## src/rtl/wire_decl_gate_pkg.sv

```systemverilog
// Shared constants for the wire_decl_gate glue cell.
package wire_decl_gate_pkg;

  // Default width of the dout rising-edge event counter.
  localparam int unsigned CNT_W_DEF = 8;

endpackage : wire_decl_gate_pkg

```

## src/rtl/wire_decl_gate_and_or_inv.sv

```systemverilog
// Pure combinational AND-OR cell with complemented output.
module and_or_inv (
  input  logic a,
  input  logic b,
  input  logic c,
  input  logic d,
  output logic dout,
  output logic out_n
);

  logic and_ab;
  logic and_cd;

  // AND-OR function and its complement; no storage, zero latency.
  always_comb begin
    and_ab = a & b;
    and_cd = c & d;
    dout   = and_ab | and_cd;
    out_n  = ~dout;
  end

endmodule : and_or_inv

```

## src/rtl/wire_decl_gate.sv

```systemverilog
// AND-OR glue cell with a clocked observation stage: registered copies of the
// combinational outputs and a counter of dout rising edges seen at clk.
module wire_decl_gate
  import wire_decl_gate_pkg::*;
#(
  parameter int unsigned CNT_W = CNT_W_DEF
) (
  input  logic             clk,
  input  logic             reset,
  input  logic             a,
  input  logic             b,
  input  logic             c,
  input  logic             d,
  output logic             dout,
  output logic             out_n,
  output logic             dout_q,
  output logic             out_n_q,
  output logic [CNT_W-1:0] rise_cnt
);

  and_or_inv u_core (
    .a     (a),
    .b     (b),
    .c     (c),
    .d     (d),
    .dout  (dout),
    .out_n (out_n)
  );

  // Observation stage: register outputs and count 0->1 transitions of dout_q.
  always_ff @(posedge clk or posedge reset) begin
    if (reset) begin
      dout_q   <= 1'b0;
      out_n_q  <= 1'b1;
      rise_cnt <= '0;
    end else begin
      dout_q  <= dout;
      out_n_q <= out_n;
      if (dout && !dout_q) begin
        rise_cnt <= rise_cnt + 1'b1;
      end
    end
  end

endmodule : wire_decl_gate

```

## config.mk

```make
export PLATFORM = sky130hd
export DESIGN_NAME = wire_decl_gate
export DESIGN_NICKNAME = d
export VERILOG_FILES = /design/src/rtl/wire_decl_gate_pkg.sv /design/src/rtl/wire_decl_gate_and_or_inv.sv /design/src/rtl/wire_decl_gate.sv
export SDC_FILE = /design/constraint.sdc
export NUM_CORES = 1
export LEC_CHECK = 0
export ABC_AREA = 1
export ABC_CLOCK_PERIOD_IN_PS = 1500
export BUFFER_PORTS_ARGS = -buffer_cell sky130_fd_sc_hd__clkbuf_2
export CORE_AREA = 4 4 41 43
export CTS_CLUSTER_SIZE = 30
export DETAILED_ROUTE_END_ITERATION = 8
export DIE_AREA = 0 0 45 47
export HOLD_SLACK_MARGIN = 0.1
export PLACE_DENSITY = 0.73
export SLEW_MARGIN = 5
export SYNTH_ARGS = -nofsm -noshare
export SYNTH_HDL_FRONTEND = slang
export SYNTH_SLANG_ARGS = --single-unit
```

## constraint.sdc

```tcl
create_clock -name clk -period 1.5 [get_ports clk]
set_clock_uncertainty 0.15 [all_clocks]
set_input_delay 0.3 -clock clk [delete_from_list [all_inputs] [get_ports clk]]
set_output_delay 0.3 -clock clk [all_outputs]
set_load 0.005 [all_outputs]
```

==> run summary <==
The total met2 wirelength after detailed routing came out at 471 um. The worst slack at placement came out at 0.2134 ns. The vertical die dimension is 47 um. On the critical path, the stage with the largest delay is an instance of dfstp_2. The worst hold path terminates at out_n_q. The number of DRC markers after the initial detailed-route iteration came out at 3. The combinational share of power is 29.7%. The number of optimization iterations in the first detailed-route pass came out at 2.

The timing-limited maximum frequency came out at 756.6 MHz. The sum of internal, switching and leakage power came out at 0.8827 mW. Setup total negative slack on the finished layout was measured at 0 ns. From synthesis to final layout, the design area changed by 27.25%. The critical path is of the reg2out type. The area share of the leading cell type in the synthesized netlist came out at 43.80%. The post-detailed-route DRC marker count is 0. Net switching is 35.05% of the power. The setup slack on the worst flop-to-flop path is 0.21 ns. The count of distinct cell types in the synthesized netlist came out at 17. The worst slew slack as a fraction of its limit came out at 74.43%. The initial core utilization is 39.52%. The estimated wirelength of the detail-placed design came out at 794.1 um.

The worst-case reg-to-reg path depth is 6. The count of synthesis-stage warnings from yosys came out at 0. The routed layout has 438 vias. The post-synthesis instance area is 514.2 um2. The terminus of the critical flop-to-flop path is rise_cnt[6].

The detailed router put a total of 439 um of wire on met1. After layout, the worst path uses 88.11% of the clock period. Clock tree synthesis found a total of 10 sinks. The async set-reset flop share out of synthesis is 100.0%. The first global-routing pass estimated 1552 um of wire. The number of I/O port buffers came out at 17. The maximum root-to-sink buffer count is 2.

The leftover overflow at the end of global routing is 0. The floorplan step defined a die boundary enclosing 2115 um2. By instance count, the leading cell after synthesis is nand2_1. In this run the power spent charging and discharging nets is 0.3094 mW. The initialized floorplan defines 13 standard-cell rows. The data required time at the worst endpoint is 1.05 ns. The clock insertion delay at the later pin of the skew report came out at 0.26 ns.

Across all hold checks on the routed design, the worst slack comes to 0.1946 ns. The count of filler cells inserted in the layout came out at 140. The number of pins with negative max-slew slack in the final report is 0. In this run, synthesis inferred 0 flip-flops with an integrated enable. The total cell area at the placement stage is 618.1 um2. In this run the most critical hold path is launched from d. The die is 45 um wide. The tool flagged a number of max-cap violations equal to 0. Ranked by total cell area, the synthesized netlist is headed by dfrtp_1 44%, nand2_1 14%, nand2_2 6.1%, dfstp_2 5.1%, xnor2_1 5.1%.

The CTS buffer count is 3. The global placement routability congestion came out at 0.7822. The worst setup slack after layout is 0.1784 ns. The initial antenna violation count is 0. The number of global-route vias before repair came to 379. The flow ran to the end, and the final reports show no timing, DRC or antenna violations. The power density over the cells came out at 1349 nW/um2. The cell sitting at the root of the clock tree is a clkbuf_4. Setup violations remaining at the end of the flow were counted as 0. The clock period minus final worst setup slack came out at 1.322 ns. The startpoint identified for the worst register-to-register timing path is rise_cnt[0]. The total non-filler cell area in the finished layout is 654.4 um2. The final hold violation count is 0. Traced cell by cell, the critical path runs through clkbuf_2. The via count normalized by instance count is 4.660. For this design the top-level I/O count stands at 18. The class of the tightest hold or removal check is in2reg. The number of nets in the layout is 87. The maximum fanout along the worst path came out at 1. The placeable core region is 1301 um2. The fraction of final layout cells sized beyond drive strength 1 came out at 40.51%. The proportion of power drawn by the clock network is 21.7%. Once the clock tree was built, the setup fixing pass inserted 0 buffers. The leading area contributor after synthesis is dfrtp_1. The worst setup path is launched from a flop. After detailed routing, the met3 layer carries 93 um of wire. The commonest cells after synthesis are 19 x nand2_1, 9 x dfrtp_1, 6 x inv_1.

Once the clock tree was built, the resizer swapped 0 gates to a different size. The total length of routed wires came out at 1005 um. The average wire length per cell after detail routing came out at 10.69 um. IR analysis of the VDD net gives a maximum drop of 0.9981 mV. Counting both buffers and inverters, the worst setup path holds a total of 1.

The most instantiated flip-flop cell in the synthesis netlist is dfrtp_1. On the worst path, the slowest cell contributes a delay of 0.52 ns. The cell leakage power came out at 0.3330 nW. The CTS H-tree depth is 1. Of the total power, registers draw 48.6%. The pin slew with the least headroom to its limit is 0.3832 ns. The critical path capture point type is a primary output. The antenna violation net count after detailed routing came out at 0.

The highest layer touched by signal routing is met3. Counting every net in the synthesized netlist gives 64. Setup repair after global routing left no endpoint under its margin. TritonCTS built the clock tree.

The critical path data arrival time is 0.87 ns. The flip-flop and latch count after synthesis came out at 10. The overall global routing resource usage is 10.45%. After synthesis, the mean cell area works out to 9.022 um2. The number of instances in the synthesized netlist came out at 57.

The sequential fraction of the synthesis area is 48.91%. The clock-pin slew of the registers on the worst-case setup and hold paths came out at 0.06 ns. The repair_antennas step left the layout with diodes totalling 0. The family with the most delay on the worst path is flip-flops. The worst hold path was traced through 4 stages. The internal power of the cells totals 0.5733 mW. The largest net degree at the start of global routing came out at 11.
-- repair_timing --
item                                    CTS  global route
hold buffers                              1             0
endpoints found under the hold margin     9             0
endpoints found under the setup margin    0             0
-- flip-flops by register name, indices dropped and copies added (netlist names) --
| signal | cells |
|---|---|
| rise_cnt | 8 |
| dout_q | 1 |
| out_n_q | 1 |
-- area by class of cell --
cell class | count | area, um2 | share of cell area, %
flip-flops and latches | 10 | 251.5 | 38.43
well taps | 15 | 18.77 | 2.868
multi-input cells | 40 | 236.5 | 36.14
clock buffers | 4 | 26.28 | 4.015
inverters | 7 | 26.28 | 4.015
repair buffers | 18 | 95.09 | 14.53
-- power by group through the flow --
| stage | Combinational (mW) | Clock (mW) | Sequential [mW] |
|---|---|---|---|
| 3_3_place_gp | 0.263 | 0 | 0.431 |
| 3_5_place_dp | 0.264 | 0 | 0.435 |
| 4_1_cts | 0.270 | 0.204 | 0.430 |
| 2_1_floorplan | 0.156 | 0 | 0.430 |
| 5_1_grt | 0.301 | 0.217 | 0.443 |
| 6_report | 0.262 | 0.191 | 0.429 |
-- worst max path at each step --
| stage | cells after the start | endpoint | from | slack [ns] |
|---|---|---|---|---|
| detailed placement | 6 | rise_cnt[6] | rise_cnt[0] | 0.21 |
| global route | 6 | rise_cnt[6] | rise_cnt[0] | 0.09 |
| floorplan | 6 | rise_cnt[6] | rise_cnt[0] | 0.28 |
| CTS | 1 | rise_cnt[2] | rise_cnt[2] | 0.16 |
| finish | 1 | out_n_q | out_n_q | 0.18 |
| global placement | 6 | rise_cnt[6] | rise_cnt[1] | 0.27 |
-- cell families after synthesis --
family | count (synthesis) | synth area share (%)
AO/OA/AOI/OAI | 3 | 5.110
XOR/XNOR | 3 | 5.110
adder cells (fa/ha/maj) | 1 | 2.433
buffers and inverters | 7 | 5.108
flip-flops | 10 | 48.91
AND/OR/NAND/NOR | 33 | 33.33
-- layer usage --
metal	vias to the layer above	track usage, %
li1	221	-
met1	199	11.45
met2	18	17.23
met3	0	5.747
met4	0	3.509
met5	-	0
-- per-stage QoR --
| stage | instances | utilization [%] |
|---|---|---|
| global placement | 89 | 47.50 |
| floorplan | 57 | - |
| CTS | 94 | 50.29 |
| finish | 94 | 50.29 |
| global route | 94 | 50.29 |
| detailed placement | 89 | 47.50 |
-- cells in the final DEF (no fill, tap or decap) --
master         synthesis  final
nand2_1               19     19
clkbuf_2               0     17
dfrtp_1                9      9
inv_1                  6      6
nand2_2                5      5
xnor2_1                3      3
clkbuf_4               0      3
nand3_2                2      2
nand3_1                2      2
o21ai_1                2      2
a21oi_4                1      1
nor2_4                 1      1
nand4_1                1      1
nor3_2                 1      1
nand3b_1               1      1
inv_2                  1      1
nor2_1                 1      1
ha_1                   1      1
clkbuf_1               0      1
dlygate4sd3_1          0      1
dfstp_2                1      1
(Power assumes the default switching activity.)
